[src/rtl/mips_run_ctrl_if.sv]
// Program-load stream and instruction-memory write port between the host
// and the run controller.
interface mips_run_ctrl_if #(
  parameter int ADDR_W = 8,
  parameter int DATA_W = 32
);
  logic              ld_valid;
  logic              ld_ready;
  logic [DATA_W-1:0] ld_data;
  logic              ld_last;
  logic              imem_we;
  logic [ADDR_W-1:0] imem_addr;
  logic [DATA_W-1:0] imem_wdata;

  modport master (
    output ld_valid, ld_data, ld_last,
    input  ld_ready, imem_we, imem_addr, imem_wdata
  );

  modport slave (
    input  ld_valid, ld_data, ld_last,
    output ld_ready, imem_we, imem_addr, imem_wdata
  );
endinterface

[src/rtl/mips_run_ctrl.sv]
// Run controller for the single-cycle MIPS core: loads imem while the core is
// held in reset, then runs it until PC hits halt_pc or the cycle budget runs out.
module mips_run_ctrl #(
  parameter int ADDR_W = 8,
  parameter int DATA_W = 32,
  parameter int CYC_W  = 16
) (
  input  logic             clk,
  input  logic             rst,
  input  logic             start,
  input  logic             abort,
  input  logic [31:0]      halt_pc,
  input  logic [CYC_W-1:0] max_cycles,
  mips_run_ctrl_if.slave   ld,
  output logic             core_rst,
  input  logic [31:0]      pc,
  output logic             busy,
  output logic             done,
  output logic             timeout,
  output logic [CYC_W-1:0] cycles,
  output logic [ADDR_W:0]  words
);

  typedef enum logic [2:0] {IDLE, LOAD, RELEASE, RUN, DONE} state_t;

  state_t            state_reg;
  logic              timeout_reg;
  logic [CYC_W-1:0]  cycles_reg;
  logic [ADDR_W:0]   words_reg;
  logic [31:0]       halt_pc_reg;
  logic [CYC_W-1:0]  max_cycles_reg;
  logic              imem_we_reg;
  logic [ADDR_W-1:0] imem_addr_reg;
  logic [DATA_W-1:0] imem_wdata_reg;

  always_ff @(posedge clk) begin
    if (!rst) begin
      state_reg      <= IDLE;
      timeout_reg    <= 1'b0;
      cycles_reg     <= '0;
      words_reg      <= '0;
      halt_pc_reg    <= '0;
      max_cycles_reg <= '0;
      imem_we_reg    <= 1'b0;
      imem_addr_reg  <= '0;
      imem_wdata_reg <= '0;
    end else begin
      imem_we_reg <= 1'b0;
      if (abort) begin
        // Counters are left as-is so the host can inspect an aborted run.
        state_reg   <= IDLE;
        timeout_reg <= 1'b0;
      end else begin
        case (state_reg)
          IDLE, DONE: begin
            if (start) begin
              state_reg      <= LOAD;
              timeout_reg    <= 1'b0;
              cycles_reg     <= '0;
              words_reg      <= '0;
              halt_pc_reg    <= halt_pc;
              max_cycles_reg <= max_cycles;
            end
          end
          LOAD: begin
            if (ld.ld_valid) begin
              imem_we_reg    <= 1'b1;
              imem_addr_reg  <= words_reg[ADDR_W-1:0];
              imem_wdata_reg <= ld.ld_data;
              words_reg      <= words_reg + 1'b1;
              // The top address is a forced last beat: the memory never wraps.
              if (ld.ld_last || (&words_reg[ADDR_W-1:0])) begin
                state_reg <= RELEASE;
              end
            end
          end
          RELEASE: begin
            state_reg <= RUN;
          end
          RUN: begin
            if (!(&cycles_reg)) begin
              cycles_reg <= cycles_reg + 1'b1;
            end
            if (pc == halt_pc_reg) begin
              state_reg   <= DONE;
              timeout_reg <= 1'b0;
            end else if ((max_cycles_reg != '0) &&
                         (CYC_W'(cycles_reg + 1'b1) == max_cycles_reg)) begin
              state_reg   <= DONE;
              timeout_reg <= 1'b1;
            end
          end
          default: begin
            state_reg <= IDLE;
          end
        endcase
      end
    end
  end

  assign ld.ld_ready   = (state_reg == LOAD);
  assign ld.imem_we    = imem_we_reg;
  assign ld.imem_addr  = imem_addr_reg;
  assign ld.imem_wdata = imem_wdata_reg;

  assign core_rst = (state_reg != RUN);
  assign busy     = (state_reg == LOAD) || (state_reg == RELEASE) || (state_reg == RUN);
  assign done     = (state_reg == DONE);
  assign timeout  = timeout_reg;
  assign cycles   = cycles_reg;
  assign words    = words_reg;

endmodule

[src/flat_wrapper.sv]
// flat-port wrapper written by rule: the top's interface ports become plain ports
module mips_run_ctrl_flat 
#(
  parameter int ADDR_W = 8,
  parameter int DATA_W = 32,
  parameter int CYC_W  = 16
)
  (clk, rst, start, abort, halt_pc, max_cycles, core_rst, pc, busy, done, timeout, cycles, words, ld_ld_valid, ld_ld_data, ld_ld_last, ld_ld_ready, ld_imem_we, ld_imem_addr, ld_imem_wdata);
  mips_run_ctrl_if #(.ADDR_W(ADDR_W), .DATA_W(DATA_W)) ld_i ();
  input  logic clk;
  input  logic rst;
  input  logic start;
  input  logic abort;
  input  logic [31:0] halt_pc;
  input  logic [CYC_W-1:0] max_cycles;
  output logic core_rst;
  input  logic [31:0] pc;
  output logic busy;
  output logic done;
  output logic timeout;
  output logic [CYC_W-1:0] cycles;
  output logic [ADDR_W:0] words;
  input wire logic [$bits(ld_i.ld_valid)-1:0] ld_ld_valid;
  input wire logic [$bits(ld_i.ld_data)-1:0] ld_ld_data;
  input wire logic [$bits(ld_i.ld_last)-1:0] ld_ld_last;
  output wire logic [$bits(ld_i.ld_ready)-1:0] ld_ld_ready;
  output wire logic [$bits(ld_i.imem_we)-1:0] ld_imem_we;
  output wire logic [$bits(ld_i.imem_addr)-1:0] ld_imem_addr;
  output wire logic [$bits(ld_i.imem_wdata)-1:0] ld_imem_wdata;
  assign ld_i.ld_valid = ld_ld_valid;
  assign ld_i.ld_data = ld_ld_data;
  assign ld_i.ld_last = ld_ld_last;
  assign ld_ld_ready = ld_i.ld_ready;
  assign ld_imem_we = ld_i.imem_we;
  assign ld_imem_addr = ld_i.imem_addr;
  assign ld_imem_wdata = ld_i.imem_wdata;
  mips_run_ctrl #(.ADDR_W(ADDR_W), .DATA_W(DATA_W), .CYC_W(CYC_W)) u_core (.clk(clk), .rst(rst), .start(start), .abort(abort), .halt_pc(halt_pc), .max_cycles(max_cycles), .ld(ld_i), .core_rst(core_rst), .pc(pc), .busy(busy), .done(done), .timeout(timeout), .cycles(cycles), .words(words));
endmodule
[config.mk]
export PLATFORM = sky130hd
export DESIGN_NAME = mips_run_ctrl_flat
export DESIGN_NICKNAME = d
export VERILOG_FILES = /design/src/rtl/mips_run_ctrl_if.sv /design/src/rtl/mips_run_ctrl.sv /design/src/flat_wrapper.sv
export SDC_FILE = /design/constraint.sdc
export NUM_CORES = 1
export LEC_CHECK = 0
export CAP_MARGIN = 20
export CORE_MARGIN = 2
export CORE_UTILIZATION = 41
export DETAILED_ROUTE_END_ITERATION = 6
export PLACE_DENSITY = 0.76
export SLEW_MARGIN = 20
export SYNTH_ARGS = -nofsm -noshare
export SYNTH_HDL_FRONTEND = slang
export SYNTH_SLANG_ARGS = --single-unit
[constraint.sdc]
create_clock -name clk -period 2.3 [get_ports clk]
set_input_delay 0.345 -clock clk [delete_from_list [all_inputs] [get_ports clk]]
set_output_delay 0.345 -clock clk [all_outputs]
set_load 0.1 [all_outputs]
======== Word-level counts from Yosys, hierarchy flattened ========
Index checks and enable logic that the tools add are counted.
storage, ports and cells
  register bits ........................... 118
cells by class
  add/subtract/negate cells ............... 2
  equality and inequality tests ........... 12
  mux-type cells .......................... 17
  bitwise gates (word level) .............. 3
  reductions and logical operators ........ 19
operator list
  operator                                             number
  equality test 32 bit                                 1
  2-to-1 mux 16 bit                                    2
  one-hot mux 16 bit (2 select lines)                  1
  2-to-1 mux 9 bit                                     2
  one-hot mux 9 bit (2 select lines)                   1
  adder 16 x 1 -> 16 bit, second input constant        1
  equality test 16 bit                                 1
  AND reduction 16 bit                                 1
  nonzero test 16 bit                                  1
  2-to-1 mux 3 bit                                     5
  one-hot mux 3 bit (4 select lines)                   1
  AND reduction 4 bit                                  3
  adder 9 x 1 -> 9 bit, second input constant          1
  AND reduction 3 bit                                  3
  AND reduction 8 bit                                  1
  equality test 3 x 2 -> 1 bit, second input constant  2
  != test 2 bit, second input constant                 3
  2-to-1 mux 1 bit                                     4
  nonzero test 2 bit                                   2
  OR reduction 2 bit                                   2
  equality test 3 x 1 -> 1 bit, second input constant  1
  equality test 3 bit, second input constant           1
  zero test 3 bit                                      1
  logical OR 1 bit                                     3
  7 further kinds                                      9

======== Longest topological paths before layout ========
Gate-level depths: netlist of the first run.
  depth in word-level cells ............... 6
  mapped depth ............................ 9
  depth with buffers taken out ............ 8

======== Least setup slack after synthesis of the first run ========
Ideal clock, no wire load.
  kind .................................... register to register
  from .................................... register u_core.state_reg[0]
  to ...................................... register u_core.words_reg[7] (netlist: u_core.words[7])
  library setup time ...................... 67 ps
  arrival ................................. 4,022 ps
  required time ........................... 2,233 ps
  path slack .............................. -1,789 ps
  stages on the path, launching flop included .. 8
  cells stage by stage .................... dfxtp_1 > nor3b_1 > nand2_1 > a21oi_1 > and4_1 > nand3_1 > xor2_1 > nor2_1
RTL lines
  element                                                               line                 source
  start, declared                                                       mips_run_ctrl.sv:26  state_t state_reg;
  start signal, assigned                                                mips_run_ctrl.sv:38  state_reg <= IDLE;
  start signal, assigned                                                mips_run_ctrl.sv:51  state_reg <= IDLE;
  start signal, assigned                                                mips_run_ctrl.sv:57  state_reg <= LOAD;
  equality test 3 x 1 -> 1 bit *                                        n/a
  net ld_ld_ready                                                       flat_wrapper.sv:26   output wire logic [$bits(ld_i.ld_ready)-1:0] ld_ld_ready;
  != test 2 bit (no line) / nonzero test 2 bit (equally long branches)  n/a
  AND reduction 4 bit (no line)                                         n/a
  end signal, assigned                                                  mips_run_ctrl.sv:70  words_reg <= words_reg + 1'b1;
  end, declared                                                         mips_run_ctrl.sv:29  logic [ADDR_W:0] words_reg;
Mark *: on every way through the listed nets, which the timed path passes. The rest lies on a longest branch.
A chain may end at the register's enable or synchronous reset.

======== Worst setup path in the final report of the first run ========
  from .................................... register u_core.cycles_reg[0] (netlist: u_core.cycles[0])
  to ...................................... register u_core.state_reg[0]
on the way
  longest elaborated chain between the ends .. 5
ends and longest elaborated chain
  element                           line                 source
  start, declared                   mips_run_ctrl.sv:28  logic [CYC_W-1:0] cycles_reg;
  start signal, assigned            mips_run_ctrl.sv:82  cycles_reg <= cycles_reg + 1'b1;
  adder 16 x 1 -> 16 bit            mips_run_ctrl.sv:88  (CYC_W'(cycles_reg + 1'b1) == max_cycles_reg)) begin
  equality test 16 bit              mips_run_ctrl.sv:88
  logical AND 1 bit                 mips_run_ctrl.sv:87  end else if ((max_cycles_reg != '0) &&
  != test 3 x 1 -> 1 bit (no line)  n/a
  AND reduction 4 bit (no line)     n/a
  end signal, assigned              mips_run_ctrl.sv:85  state_reg <= DONE;
  end signal, assigned              mips_run_ctrl.sv:89  state_reg <= DONE;
  end signal, assigned              mips_run_ctrl.sv:94  state_reg <= IDLE;
No other way between the ends.

==> results.py, run 1 <==
metrics = {
    "critical_path": {
        "crit_required_ns": 2.60,
        "crit_arrival_ns": 2.49,
        "end_kind": "flop",
        "r2r_setup_slack_ns": 0.12,
        "cp-start-kind": "flop",
        "crit_type": "reg2reg",
        "cp_max_fo": 8,
    },
    "power_and_ir_drop": {
        "power.density_nw_per_um2": 650.7,
        "intPower_w": 0.004140,
        "leakage_nw": 3.071,
        "p_sw_w": 0.001230,
        "switching_share_pct": 22.91,
        "ir_drop_mv": 0.5288,
        "seqPwrFrac_pct": 39.6,
        "p_clk_share_pct": 49.0,
        "p_total_w": 0.005370,
        "pwr-share-comb_pct": 11.4,
    },
    "logic_synthesis": {
        "synth_simple_gate_area_share_pct": 25.21,
        "synth_compound_area_share_pct": 19.51,
        "ys_types": 50,
        "synth_fa_ha_area_share_pct": 0.4501,
        "yosys-top-cells-area": "dfxtp_1 (42%), a21boi_0 (13%), nand2_1 (13%), xnor2_1 (7.1%), clkbuf_1 (2.1%)",
        "yosys.area.top_type": "dfxtp_1",
        "synth-xor-area-share_pct": 8.980,
        "synth_top_cell_area_share_pct": 42.49,
        "synth_nets": 799,
        "netlist_area_um2": 5559,
        "seq_area_frac_synth_pct": 42.49,
        "synthArstFlopShare_pct": 0,
        "synth_top_family_by_area": "simple AND/OR/NAND/NOR gates",
        "ys.warnings.count": 0,
        "syn_inst": 679,
        "syn_area_per_cell_um2": 8.187,
        "ys_ff_latch": 118,
        "synth_edf_count": 0,
        "ys.flop_type": "dfxtp_1",
        "synth_mux_area_share_pct": 0,
    },
    "global_route": {
        "grt_max_degree": 50,
        "antenna_found_initial": 0,
        "overflow": 0,
        "grt_pass1_vias": 5363,
        "grt_pass1_wl_mm": 25.98,
        "track_usage_pct": 22.63,
    },
    "detailed_routing": {
        "routed_wl_mm": 16.16,
        "ant_nets": 0,
        "drt-initial-drc-count": 266,
        "drt_first_pass_iters": 6,
        "wire_per_inst_um": 15.33,
        "vias_per_cell": 5.117,
        "vias": 5393,
        "drc": 0,
    },
    "finish": {
        "n_fill_cell": 1144,
        "syn2layout_area_growth_pct": 48.46,
        "final_cells": 1054,
        "diodes": 0,
        "multi_input_area_um2": 3109,
        "drive_above_1_share_pct": 18.79,
        "register_area_um2": 2407,
        "nets": 985,
    },
    "sta": {
        "fin_setup_tns_ns": 0,
        "relSlewSlack_pct": 49.97,
        "period_needed_ns": 2.185,
        "finalHoldViolations": 0,
        "worst_pin_slew_ns": 0.7505,
        "holdWs_ns": 0.2537,
        "max_freq_mhz": 457.7,
        "finalCritPeriodShare_pct": 95.00,
        "final.setup.worst_slack_ns": 0.1150,
        "maxSlewViolCount": 0,
        "setup_viol": 0,
        "clock_skew_ns": 0.01281,
    },
    "clocking": {
        "tritoncts": "built",
        "cts_sinks": 118,
        "clkTransAtPathRegs_ns": 0.05,
        "cts_hold_buf": 0,
        "clkLatencyLatePin_ns": 0.42,
        "root_buffer": "clkbuf_16",
        "cts-buffers-inserted": 17,
        "cts_htree_levels": 4,
        "cts.path.max_buffers": 2,
    },
    "die": {
        "die_w_um": 120.4,
        "row_count": 42,
        "start_util_pct": 41.98,
        "fp.dieH_um": 120.4,
        "die_area_um2": 14510,
        "coreArea_um2": 13240,
        "io_pins": 189,
    },
    "placed_design": {
        "gp_congestion": 0.9326,
        "dp_cells": 1020,
        "port-buffer-count": 188,
        "dpl.hpwl_mm": 11.90,
        "place_ws_ns": -0.03957,
    },
    "flow_run": {
        "cap_violations": 0,
    },
    "outcome": {
        "outcome": "completed",
    },
    "worst_hold_path": {
        "min_path_type": "in2reg",
    },
}
-- power by group through the flow --
stage | sequential (W) | clock, W | combinational, W
global placement | 0.00217 | 0 | 0.000598
finish | 0.00213 | 0.00263 | 0.000613
CTS | 0.00213 | 0.00268 | 0.000616
detailed placement | 0.00217 | 0 | 0.000610
floorplan | 0.00222 | 0 | 0.000250
global route | 0.00213 | 0.00278 | 0.000659
-- stage by stage --
step	utilization [%]	cell area, um^2
after floorplan	-	5667
after global placement	57.34	7594
after detailed placement	57.34	7594
after CTS	61.94	8203
after global routing	62.32	8253
final	62.32	8253
-- synth_stat cells (2+ instances only) --
master / number
nand4b_1: 2
a21boi_0: 98
inv_1: 2
nand3_1: 10
ha_1: 2
a211oi_1: 2
and4_1: 4
a21oi_1: 18
nand2b_1: 3
clkbuf_1: 31
nor4_1: 7
nand3b_1: 6
buf_4: 2
xnor2_1: 45
buf_1: 2
or2_2: 3
o211ai_1: 2
nand4_1: 18
a21o_1: 3
nor2b_1: 5
a21boi_1: 2
nor2_1: 23
or3_1: 6
and3_1: 5
o211a_1: 2
nand2_1: 193
o21ai_0: 16
nor3_1: 3
nor3b_1: 3
xor2_1: 12
dfxtp_1: 118
and2_1: 6
buf_2: 8
-- logic make-up (layout without fill, tap and decap cells) --
kind of cell	after synthesis	count (layout)
AND/OR/NAND/NOR	303	303
AO/OA/AOI/OAI	154	154
flip-flops	118	118
XOR/XNOR	57	57
buffers and inverters	45	244
adder cells (fa/ha/maj)	2	2
-- placed cells by master, fill, tap and decap left out, types with 5 or more instances in the layout --
| master | synthesis | routed |
|---|---|---|
| xnor2_1 | 45 | 44 |
| nor2_1 | 23 | 20 |
| nand4_1 | 18 | 18 |
| xor2_1 | 12 | 12 |
| and2_1 | 6 | 5 |
| dfxtp_4 | 0 | 10 |
| a21boi_1 | 2 | 6 |
| or3_1 | 6 | 6 |
| nand3b_1 | 6 | 6 |
| a21boi_0 | 98 | 94 |
| clkbuf_16 | 0 | 17 |
| clkbuf_8 | 0 | 5 |
| nand3_1 | 10 | 9 |
| buf_4 | 2 | 89 |
| nor4_1 | 7 | 7 |
| nand2_1 | 193 | 191 |
| clkdlybuf4s50_1 | 0 | 116 |
| a21oi_1 | 18 | 16 |
| dfxtp_1 | 118 | 102 |
| dfxtp_2 | 0 | 6 |
| o21ai_0 | 16 | 16 |
-- cell type report --
cell class / instances / area share [%]
Multi-Input combinational cell: 516 / 37.67
Sequential cell: 118 / 29.17
Timing Repair Buffer: 210 / 23.20
Clock buffer: 24 / 6.079
Tap cell: 176 / 2.668
Clock inverter: 8 / 1.122
Inverter: 2 / 0.09096
-- per-layer routing --
layer	routed length, um	track usage [%]
met2	8181	38.88
met1	6731	26.72
met5	0	0
met4	322	9.593
met3	920	5.755
-- path summary, 6_finish.rpt --
path                             from                       end  cells after the start
max                  u_core.cycles[0]       u_core.state_reg[0]                      8
min                               rst           u_core.words[0]                      2
max reg2reg          u_core.cycles[0]       u_core.state_reg[0]                      8
min reg2reg  u_core.ld.imem_wdata[20]  u_core.ld.imem_wdata[20]                      2
-- repair_timing --
item / in CTS / in global routing
buffers inserted: 0 / 2
pin swaps: 1 / 6
gates resized for setup: 3 / 6
gates cloned: 0 / 0
setup endpoints to repair: 2 / 5
-- worst max-delay path, cell delays in order (launching register included) --
cell	delay (ns)
dfxtp_4	0.37
ha_4	0.19
xnor2_2	0.13
xnor2_1	0.13
nor4_1	0.30
nand4_1	0.19
nor4_4	0.37
nor2b_2	0.11
o31a_1	0.28
Power figures use the tool's default switching activity.
==> run 2, diff against run 1 <==
--- a/config.mk
+++ b/config.mk
@@ -5,9 +5,11 @@
 export SDC_FILE = /design/constraint.sdc
 export NUM_CORES = 1
 export LEC_CHECK = 0
+export ABC_AREA = 1
 export CAP_MARGIN = 20
 export CORE_MARGIN = 2
 export CORE_UTILIZATION = 41
+export CTS_CLUSTER_DIAMETER = 30
 export DETAILED_ROUTE_END_ITERATION = 6
 export PLACE_DENSITY = 0.76
 export SLEW_MARGIN = 20
==> run 2 against run 1 <==
Compared with the run above: non-clock buffer count is 12 lower; die area is 1.5% lower; critical path depth is 5 higher; worst hold slack better by 0.18 ns; via count is 3.0% higher; register-to-register slack better by 0.16 ns; flip-flop and latch count stayed put; highest routed layer unchanged.
==> results.py, run 2 <==
metrics = {
    "sta": {
        "max_freq_mhz": 493.6,
        "final.setup.worst_slack_ns": 0.2742,
        "maxSlewViolCount": 0,
        "clock_skew_ns": 0.006165,
        "relSlewSlack_pct": 63.81,
        "finalCritPeriodShare_pct": 88.08,
        "worst_pin_slew_ns": 0.5421,
        "rsz0062_at_grt": "false",
        "holdWs_ns": 0.4353,
        "fin_setup_tns_ns": 0,
        "finalHoldViolations": 0,
        "period_needed_ns": 2.026,
        "setup_viol": 0,
    },
    "logic_synthesis": {
        "syn_area_per_cell_um2": 7.058,
        "seq_area_frac_synth_pct": 43.18,
        "synth_top_cells_by_count": "nor2_1 (184), dfxtp_1 (118), nand2_1 (111)",
        "synth_top_cell_area_share_pct": 43.18,
        "yosys.area.top_type": "dfxtp_1",
        "synth_nets": 895,
        "ys_ff_latch": 118,
        "ys.flop_type": "dfxtp_1",
        "ys.warnings.count": 0,
        "netlist_area_um2": 5470,
        "post-synth-top-count-cell": "nor2_1",
        "ys_types": 35,
        "yosys-top-cells-area": "dfxtp_1 (43%), nor2_1 (13%), o21ai_0 (9.1%), nand2_1 (7.6%), inv_1 (3.9%)",
        "synthArstFlopShare_pct": 0,
        "synth_edf_count": 0,
        "syn_inst": 775,
    },
    "detailed_routing": {
        "wl_met1_mm": 6.438,
        "ant_nets": 0,
        "drc": 0,
        "wire_per_inst_um": 13.25,
        "drt_first_pass_iters": 5,
        "vias": 5557,
        "drt-initial-drc-count": 293,
        "maxUsedRoutingLayer": "met4",
        "vias_per_cell": 4.828,
        "met3_wirelength_mm": 1.039,
        "routed_wl_mm": 15.25,
        "wl_met2_mm": 7.430,
    },
    "clocking": {
        "cts_htree_levels": 4,
        "root_buffer": "clkbuf_16",
        "clkTransAtPathRegs_ns": 0.06,
        "cts.path.max_buffers": 2,
        "cts_sinks": 118,
        "cts-buffers-inserted": 17,
        "clkLatencyLatePin_ns": 0.41,
        "cts_hold_buf": 0,
        "tritoncts": "built",
    },
    "critical_path": {
        "crit_type": "reg2reg",
        "r2r_setup_slack_ns": 0.27,
        "timing.rr.start": "u_core.cycles[1]",
        "crit_required_ns": 2.61,
        "cp_common_cell": "nand2_1",
        "r2r_end": "u_core.cycles[15]",
        "cp_max_fo": 15,
        "crit_chain": "ha_4 -> nand2_1 -> nor2_4 -> nand3_1 -> nand3b_1 -> nand3_2 -> inv_2 -> nand2_1 -> inv_2 -> nand3_1 -> o21ai_0 -> nand2_1 -> inv_1",
        "critPathSlowestCell": "dfxtp_2",
        "r2r_cells": 13,
        "crit_arrival_ns": 2.33,
        "slowest_delay_ns": 0.38,
        "cp-start-kind": "flop",
        "end_kind": "flop",
    },
    "outcome": {
        "outcome": "completed",
    },
    "global_route": {
        "antenna_found_initial": 0,
        "grt_pass1_vias": 5189,
        "overflow": 0,
        "track_usage_pct": 21.69,
        "grt_max_degree": 92,
        "grt_pass1_wl_mm": 24.78,
    },
    "finish": {
        "drive_above_1_share_pct": 15.18,
        "final_cell_mix": "nor2_1 (183), clkdlybuf4s50_1 (116), nand2_1 (111)",
        "n_fill_cell": 1199,
        "finalInstanceArea_um2": 8029,
        "fin_util_pct": 61.11,
        "syn2layout_area_growth_pct": 46.77,
        "diodes": 0,
        "register_area_um2": 2377,
        "multi_input_area_um2": 2763,
        "nets": 1082,
        "mostFrequentLayoutCell": "nor2_1",
    },
    "worst_hold_path": {
        "holdPathStages": 4,
        "min_path_type": "in2reg",
        "hold_path_end": "u_core.ld.imem_addr[7]",
        "min_from": "rst",
    },
    "power_and_ir_drop": {
        "ir_drop_mv": 0.5046,
        "leakage_nw": 3.402,
        "power.density_nw_per_um2": 707.6,
    },
    "die": {
        "die_w_um": 119.5,
        "start_util_pct": 41.64,
        "coreArea_um2": 13140,
        "fp.dieH_um": 119.5,
        "die_area_um2": 14280,
        "row_count": 42,
        "io_pins": 189,
    },
    "placed_design": {
        "port-buffer-count": 188,
        "place_ws_ns": 0.2745,
        "dpl.hpwl_mm": 10.94,
        "gp_congestion": 0.8955,
        "post_dp_cell_area_um2": 7395,
    },
    "flow_run": {
        "cap_violations": 0,
    },
}
## run 2: cell count changes in the layout (fill, tap and decap cells not counted), sizes merged, moves of 28 or more
cell	previous run	this run
inv	4	60
nand2	193	115
nand3	11	39
o21ai	17	101
a21boi	100	0
nor2	23	190
## run 2: logic make-up after synthesis
group,synth area share (%)
xor gates and xnor gates,6.496
and+or+nand+nor,29.64
AOI/OAI and AO/OA,13.63
buffers and inverters,6.587
DFF,43.18
adders and majority gates,0.4574
## run 2: worst max path at each step
stage | cells past startpoint | start | to
2_1_floorplan | 15 | u_core.cycles[8] | u_core.state_reg[0]
3_3_place_gp | 11 | pc[18] | u_core.state_reg[0]
5_1_grt | 16 | u_core.cycles[1] | u_core.state_reg[0]
3_5_place_dp | 11 | pc[18] | u_core.state_reg[0]
6_report | 13 | u_core.cycles[1] | u_core.cycles[15]
4_1_cts | 13 | u_core.cycles[0] | u_core.cycles[15]
## run 2: worst max-delay path, delay by kind of cell, from the launching register on
kind            cells  cell delay [ns]
flops               1             0.38
simple gates        8             1.06
compound gates      1             0.08
buf+inv             3             0.22
fa+ha+maj           1             0.16
## run 2: final cells by class
cell class | instances | share of cell area [%]
timing repair buffer | 198 | 22.57
multi-input combinational | 564 | 34.41
inverter | 63 | 2.961
sequential | 118 | 29.61
clock inverter | 11 | 1.854
tap | 176 | 2.743
clock buffer | 21 | 5.859
## run 2: where the power goes
part / internal [W] / switching, W / total, W
clock: 0.00179 / 0.000952 / 0.00274
combinational: 0.000343 / 0.000421 / 0.000765
sequential: 0.00213 / 0.0000499 / 0.00218
total: 0.00426 / 0.00142 / 0.00568
## run 2: per-stage QoR
step | instances | total power (W)
after floorplan | 775 | 0.002650
after global placement | 1119 | 0.002976
after detailed placement | 1119 | 0.002983
after CTS | 1151 | 0.005744
after global routing | 1151 | 0.005908
final | 1151 | 0.005681
## run 2: per-layer routing
layer	vias to the layer above	GRT usage [%]
met3	25	7.414
met1	2498	26.01
li1	2877	-
met4	0	8.824
met2	157	35.61
met5	-	0
## run 2: timing repair
item,CTS,global route
buffers inserted,0,0
setup endpoints to repair,0,2
resized for setup,0,3
